[config.mk]
export PLATFORM = sky130hd
export DESIGN_NAME = hawk_axi_rd_downsizer
export DESIGN_NICKNAME = d
export VERILOG_FILES = /design/src/rtl/hacd_pkg.sv /design/src/rtl/hawk_rd_beat_pack.sv /design/src/rtl/hawk_axi_rd_downsizer.sv
export SDC_FILE = /design/constraint.sdc
export NUM_CORES = 1
export LEC_CHECK = 0
export BUFFER_PORTS_ARGS = -buffer_cell sky130_fd_sc_hd__buf_2
export CORE_AREA = 2 2 385 387
export DETAILED_ROUTE_END_ITERATION = 12
export DIE_AREA = 0 0 387 389
export RECOVER_POWER = 100
export SLEW_MARGIN = 40
export SYNTH_ARGS = -nofsm -noshare
export SYNTH_HDL_FRONTEND = slang
export SYNTH_SLANG_ARGS = --single-unit
[constraint.sdc]
create_clock -name clk_i -period 2.85 [get_ports clk_i]
set_input_delay 0.1425 -clock clk_i [delete_from_list [all_inputs] [get_ports clk_i]]
set_output_delay 0.1425 -clock clk_i [all_outputs]
set_load 0.01 [all_outputs]
[src/rtl/hacd_pkg.sv]
// Shared types and constants for the hawk AXI read downsizer.
package hacd_pkg;

    typedef enum logic [2:0] {
        IDLE,
        AR,
        R_LO,
        R_HI,
        R_OUT
    } rd_dsz_state_e;

    localparam logic [2:0] HAWK_MC_ARSIZE  = 3'd5;
    localparam logic [1:0] AXI_BURST_INCR  = 2'b01;
    localparam logic [1:0] AXI_RESP_OKAY   = 2'b00;
    localparam logic [1:0] AXI_RESP_SLVERR = 2'b10;

    // Worst-of-two response code; AXI codes order by severity numerically.
    function automatic logic [1:0] resp_max(input logic [1:0] a, input logic [1:0] b);
        return (a > b) ? a : b;
    endfunction

endpackage

[src/rtl/hawk_rd_beat_pack.sv]
// Packs two half-width read beats into one full-width beat with merged response and last flag.
module hawk_rd_beat_pack
    import hacd_pkg::*;
#(
    parameter int unsigned HALF_W = 256
) (
    input  logic                clk_i,
    input  logic                rst_ni,
    input  logic                i_clear,
    input  logic                i_load_lo,
    input  logic                i_load_hi,
    input  logic [HALF_W-1:0]   i_data,
    input  logic [1:0]          i_resp,
    input  logic                i_last,
    input  logic                i_err,
    output logic [2*HALF_W-1:0] o_data,
    output logic [1:0]          o_resp,
    output logic                o_last
);

    logic [HALF_W-1:0] r_lo;
    logic [HALF_W-1:0] r_hi;
    logic [1:0]        r_resp;
    logic              r_last;
    logic              r_err;

    // An error seen on either half forces SLVERR on the packed beat.
    always_ff @(posedge clk_i or negedge rst_ni) begin
        if (!rst_ni) begin
            r_lo   <= '0;
            r_hi   <= '0;
            r_resp <= AXI_RESP_OKAY;
            r_last <= 1'b0;
            r_err  <= 1'b0;
        end else if (i_clear) begin
            r_lo   <= '0;
            r_hi   <= '0;
            r_resp <= AXI_RESP_OKAY;
            r_last <= 1'b0;
            r_err  <= 1'b0;
        end else if (i_load_lo) begin
            r_lo   <= i_data;
            r_resp <= i_resp;
            r_err  <= i_err;
        end else if (i_load_hi) begin
            r_hi   <= i_data;
            r_resp <= (r_err | i_err) ? AXI_RESP_SLVERR : resp_max(r_resp, i_resp);
            r_last <= i_last;
            r_err  <= r_err | i_err;
        end
    end

    assign o_data = {r_hi, r_lo};
    assign o_resp = r_resp;
    assign o_last = r_last;

endmodule

[src/rtl/hawk_axi_rd_downsizer.sv]
// 512->256 AXI read-channel downsizer, one transaction outstanding.
// Optional protocol checking (ID, RLAST placement) enabled by HAWK_RD_DSZ_ERRCHK_EN.
module hawk_axi_rd_downsizer
    import hacd_pkg::*;
#(
    parameter int unsigned ADDR_W   = 64,
    parameter int unsigned ID_W     = 6,
    parameter int unsigned S_DATA_W = 512,
    parameter int unsigned M_DATA_W = 256,
    parameter int unsigned USER_W   = 11
) (
    input  logic                clk_i,
    input  logic                rst_ni,
    input  logic [ID_W-1:0]     s_arid,
    input  logic [ADDR_W-1:0]   s_araddr,
    input  logic [7:0]          s_arlen,
    input  logic [2:0]          s_arsize,
    input  logic [1:0]          s_arburst,
    input  logic [USER_W-1:0]   s_aruser,
    input  logic                s_arvalid,
    output logic                s_arready,
    output logic [ID_W-1:0]     s_rid,
    output logic [S_DATA_W-1:0] s_rdata,
    output logic [1:0]          s_rresp,
    output logic                s_rlast,
    output logic                s_rvalid,
    input  logic                s_rready,
    output logic [ID_W-1:0]     m_arid,
    output logic [ADDR_W-1:0]   m_araddr,
    output logic [7:0]          m_arlen,
    output logic [2:0]          m_arsize,
    output logic [1:0]          m_arburst,
    output logic [USER_W-1:0]   m_aruser,
    output logic                m_arvalid,
    input  logic                m_arready,
    input  logic [ID_W-1:0]     m_rid,
    input  logic [M_DATA_W-1:0] m_rdata,
    input  logic [1:0]          m_rresp,
    input  logic                m_rlast,
    input  logic                m_rvalid,
    output logic                m_rready,
    output logic                err_o
);

    rd_dsz_state_e      r_state;
    logic               r_s_arready;
    logic               r_m_arvalid;
    logic               r_m_rready;
    logic               r_s_rvalid;
    logic [ID_W-1:0]    r_id;
    logic [ADDR_W-1:0]  r_addr;
    logic [7:0]         r_mlen;
    logic [USER_W-1:0]  r_user;

    logic [8:0]         w_mlen9;
    logic               w_ar_hs;
    logic               w_lo_acc;
    logic               w_hi_acc;
    logic               w_err_lo;
    logic               w_err_hi;
    logic               w_pack_last;
    logic               w_unused;

    // 2*len+1 in 9 bits; bit 8 is dropped for unsupported len > 127.
    assign w_mlen9  = {s_arlen, 1'b1};
    assign w_ar_hs  = r_s_arready & s_arvalid;
    assign w_lo_acc = (r_state == R_LO) & r_m_rready & m_rvalid;
    assign w_hi_acc = (r_state == R_HI) & r_m_rready & m_rvalid;

    always_ff @(posedge clk_i or negedge rst_ni) begin
        if (!rst_ni) begin
            r_state     <= IDLE;
            r_s_arready <= 1'b0;
            r_m_arvalid <= 1'b0;
            r_m_rready  <= 1'b0;
            r_s_rvalid  <= 1'b0;
            r_id        <= '0;
            r_addr      <= '0;
            r_mlen      <= '0;
            r_user      <= '0;
        end else begin
            case (r_state)
                IDLE: begin
                    if (w_ar_hs) begin
                        r_id        <= s_arid;
                        r_addr      <= {s_araddr[ADDR_W-1:6], 6'b0};
                        r_mlen      <= w_mlen9[7:0];
                        r_user      <= s_aruser;
                        r_s_arready <= 1'b0;
                        r_m_arvalid <= 1'b1;
                        r_state     <= AR;
                    end else begin
                        r_s_arready <= 1'b1;
                    end
                end
                AR: begin
                    if (m_arready) begin
                        r_m_arvalid <= 1'b0;
                        r_m_rready  <= 1'b1;
                        r_state     <= R_LO;
                    end
                end
                R_LO: begin
                    if (w_lo_acc) begin
                        r_state <= R_HI;
                    end
                end
                R_HI: begin
                    if (w_hi_acc) begin
                        r_m_rready <= 1'b0;
                        r_s_rvalid <= 1'b1;
                        r_state    <= R_OUT;
                    end
                end
                R_OUT: begin
                    if (s_rready) begin
                        r_s_rvalid <= 1'b0;
                        if (w_pack_last) begin
                            r_s_arready <= 1'b1;
                            r_state     <= IDLE;
                        end else begin
                            r_m_rready <= 1'b1;
                            r_state    <= R_LO;
                        end
                    end
                end
                default: r_state <= IDLE;
            endcase
        end
    end

`ifdef HAWK_RD_DSZ_ERRCHK_EN
    logic [8:0] r_beat_cnt;
    logic       r_err;
    logic       w_id_bad;

    assign w_id_bad = (m_rid != r_id);
    assign w_err_lo = w_id_bad | m_rlast;
    assign w_err_hi = w_id_bad | (~m_rlast & (r_beat_cnt == {1'b0, r_mlen}));

    // Downstream beat index within the burst plus the sticky error flag.
    always_ff @(posedge clk_i or negedge rst_ni) begin
        if (!rst_ni) begin
            r_beat_cnt <= '0;
            r_err      <= 1'b0;
        end else begin
            if (w_ar_hs) begin
                r_beat_cnt <= '0;
            end else if (w_lo_acc | w_hi_acc) begin
                r_beat_cnt <= r_beat_cnt + 9'd1;
            end
            if ((w_lo_acc & w_err_lo) | (w_hi_acc & w_err_hi)) begin
                r_err <= 1'b1;
            end
        end
    end

    assign err_o = r_err;
`else
    assign w_err_lo = 1'b0;
    assign w_err_hi = 1'b0;
    assign err_o    = 1'b0;
`endif

    hawk_rd_beat_pack #(
        .HALF_W (M_DATA_W)
    ) u_pack (
        .clk_i     (clk_i),
        .rst_ni    (rst_ni),
        .i_clear   (w_ar_hs),
        .i_load_lo (w_lo_acc),
        .i_load_hi (w_hi_acc),
        .i_data    (m_rdata),
        .i_resp    (m_rresp),
        .i_last    (m_rlast),
        .i_err     (w_lo_acc ? w_err_lo : w_err_hi),
        .o_data    (s_rdata),
        .o_resp    (s_rresp),
        .o_last    (w_pack_last)
    );

    assign s_arready = r_s_arready;
    assign s_rvalid  = r_s_rvalid;
    assign s_rid     = r_id;
    assign s_rlast   = w_pack_last;
    assign m_arvalid = r_m_arvalid;
    assign m_arid    = r_id;
    assign m_araddr  = r_addr;
    assign m_arlen   = r_mlen;
    assign m_arsize  = HAWK_MC_ARSIZE;
    assign m_arburst = AXI_BURST_INCR;
    assign m_aruser  = r_user;
    assign m_rready  = r_m_rready;

    // Upstream size/burst are implied (full cacheline, INCR); low address bits are masked.
    assign w_unused = ^{s_arsize, s_arburst, s_araddr[5:0], w_mlen9[8], m_rid};

endmodule

==> qor.txt <==
CTS Sinks = 605
Vias in the first global route = 23100
Cell area after placement = 0.0311 sq mm
Routability Congestion = 0.903
Finished layout cell area = 0.0359 sq mm
Reg area = 0.0151 sq mm
Area Overhead vs Synth = 49.4%
Global-route wire length before repair = 154000 um
Row cnt = 141
Layout filler cell count = 16000
#FFs+latches synth = 605
Final setup violating endpoints = 0
Hold slack final = 0.168 ns
# DRC = 0
IO Count = 985
Period Utilization, post-route = 87.2%
Top post-synthesis cells by area = dfrtp_1 63%, nand2_1 16%, a21oi_1 11%, mux2_2 3.8%, buf_4 1.5%
Worst reg2reg path depth = 5
Setup Slack @ Placement = 0.524 ns
Clock Latency Late Sink = 0.64 ns
Setup bufs post-CTS = 0
Design Power = 32100 uW
Setup ws final = 0.366 ns
Initial DRC count = 1616
Max FO, Critical Path = 23
Sw Share = 37.7%
ANT nets after route = 0
Post-synth ARST share = 100%
Yosys top cell area share = 63.0%
Leakage = 0.0152 uW
Number of flops mapped to enable cells by yosys = 0
Seq/Total Area, Yosys = 63.0%
Top cells by count, synth = 1033 x nand2_1, 605 x dfrtp_1, 521 x a21oi_1, 82 x mux2_2, 79 x clkbuf_1
Die area = 0.151 sq mm
CP Capture Type = flop
Status = finished, final reports clean
WP data required = 3.33 ns
Post-CTS Resized = 0
DR WL/cell = 18.6 um
DR vias = 23200
Gr ovfl total = 0
Most common cell in the netlist = nand2_1
Final nets = 4119
Peak supply drop = 0.000710 V
Vias per cell = 4.05
Worst Tran Pin Value = 1.47 ns
H-tree depth = 3
Logic pwr share = 31.8%
CTS tree = done
Clock power frac = 29.7%
Int Pwr = 20000 uW
Fin. max-slew vios = 0
Synth unique cells = 34
Final WL = 107000 um
WS Path Type = reg -> reg
Antenna violations before repair = 14
Hold path depth = 4
Initial Utilization = 16.4%
Switching pwr = 12100 uW
Core area = 0.147 sq mm
Pin count of the biggest net entering global routing = 146
RSZ-0062 raised after global routing = no
Setup TNS = 0 ns
Max frequency = 0.403 GHz
Clock slew at reported path FFs = 0.06 ns
Post-Synthesis Cells = 2484
CP Data Arrival Time = 2.97 ns
Share of cells above drive strength 1 = 15.8%
Overall die height = 389 um
Die W = 387 um
Top FF cell, synth = dfrtp_1
Startpoint types = flop
Placed wire-length estimate = 77600 um
Seq pwr share = 38.6%
YS warnings = 0
Maxcap violations = 0
Hold Vio Cnt, Final = 0
Worst Skew = 0.0284 ns
Synthesized area per cell = 9.67 sq um
Mapped Area = 0.0240 sq mm
Clk buf depth = 3
Area leader, netlist = dfrtp_1
PD cells = 893 mW/mm^2
Num CTS Buffers = 70
DRT Pass-1 Iters = 5
Root buffer cell = clkbuf_16
GRT Resource Usage Total = 13.5%
Max_slew headroom = 1.83%
Hold Path Class = in -> reg
Multi-input gate area = 0.00774 sq mm
Port Buf Inserts = 954
Crit path time final = 2.48 ns
[flip-flops by register name, indices dropped and copies added (netlist names)]
register,count
u_pack.o_resp,2
m_arid,6
u_pack.r_hi,256
u_pack.o_last,1
s_rvalid,1
m_araddr,58
m_arlen,8
r_state,3
m_arvalid,1
u_pack.r_lo,256
m_rready,1
m_aruser,11
s_arready,1
[power groups by stage]
stage	clock network (uW)	registers (uW)	logic (uW)
after floorplan	0	13300	4410
after global placement	0	12300	10500
after detailed placement	0	12400	10600
after CTS	9820	12200	11000
after global routing	10100	12600	11100
final	9510	12400	10200
[critical path, stage by stage (launching register included)]
cell and delay [ns]:
dfrtp_1 0.55, and4b_1 0.51, nand2b_4 0.43, clkbuf_2 0.49, nand2_1 0.20, a21oi_1 0.09
[metal layers]
metal / wire length (um) / up-vias / GRT usage (%) / part of all wire [%]
met5: 72 / - / 0 / 0.067
met4: 5140 / 12 / 6.07 / 4.8
met3: 7780 / 259 / 3.69 / 7.3
met2: 50900 / 1036 / 22.3 / 48
met1: 42900 / 11400 / 16.4 / 40
li1: - / 10500 / - / -
[layout make-up]
cell class	instances	share of cell area [%]
Antenna cell	3	0.0209
Clock buffer	92	5.47
Clock inverter	29	1.16
Inverter	4	0.0418
Multi-Input combinational cell	1684	21.5
Sequential cell	605	42.2
Tap cell	1930	6.73
Timing Repair Buffer	1387	22.9
[cells by family (layout without fill, tap and decap cells)]
| group | count (synthesis) | count (layout) | synth area share (%) |
|---|---|---|---|
| and+or+nand+nor | 1054 | 1054 | 16.7 |
| DFF | 605 | 605 | 63.0 |
| AOI/OAI and AO/OA | 534 | 534 | 11.3 |
| buffers and inverters | 205 | 1512 | 5.08 |
| muxes | 82 | 82 | 3.84 |
| adders and majority gates | 2 | 2 | 0.104 |
| other | 2 | 15 | 0.0313 |
[metrics by stage]
stage | util, % | cells
2_1_floorplan | - | 2494
3_3_place_gp | 21.2 | 5263
6_report | 24.5 | 5734
3_5_place_dp | 21.2 | 5264
5_1_grt | 24.5 | 5733
4_1_cts | 25.2 | 5731
[cell usage in the layout, fill, tap and decap left out, types with 5 or more instances in the layout]
| cell type | instances |
|---|---|
| buf_4 | 25 |
| clkbuf_16 | 71 |
| conb_1 | 12 |
| mux2_2 | 82 |
| clkbuf_1 | 650 |
| inv_6 | 5 |
| dlygate4sd3_1 | 345 |
| clkbuf_2 | 12 |
| o21ai_0 | 5 |
| clkinv_2 | 10 |
| dfrtp_1 | 605 |
| a21oi_1 | 521 |
| bufinv_16 | 8 |
| clkbuf_8 | 11 |
| buf_2 | 345 |
| buf_12 | 16 |
| nand2_1 | 1033 |
[path summary, 6_finish.rpt]
check                                  startpoint                           end  slack, ns
setup / recovery           r_state[1]$_DFFE_PN0P_   u_pack.r_lo[73]$_DFFE_PN0P_       0.37
hold / removal                          s_arvalid     u_pack.o_last$_DFFE_PN0P_       0.17
setup reg to reg           r_state[1]$_DFFE_PN0P_   u_pack.r_lo[73]$_DFFE_PN0P_       0.37
hold reg to reg            m_arlen[0]$_DFFE_PN0P_        m_arlen[0]$_DFFE_PN0P_       0.50
max in group asynchronous                  rst_ni  u_pack.r_lo[176]$_DFFE_PN0P_       0.38
min in group asynchronous                  rst_ni      m_araddr[39]$_DFFE_PN0P_       1.08
[what timing repair did]
| action | 4_1_cts | 5_1_grt |
|---|---|---|
| hold buffers | 346 | 0 |
| setup endpoints to repair | 0 | 0 |
| endpoints found under the hold margin | 887 | 0 |
Note: power is estimated with default switching activity, not from simulation.
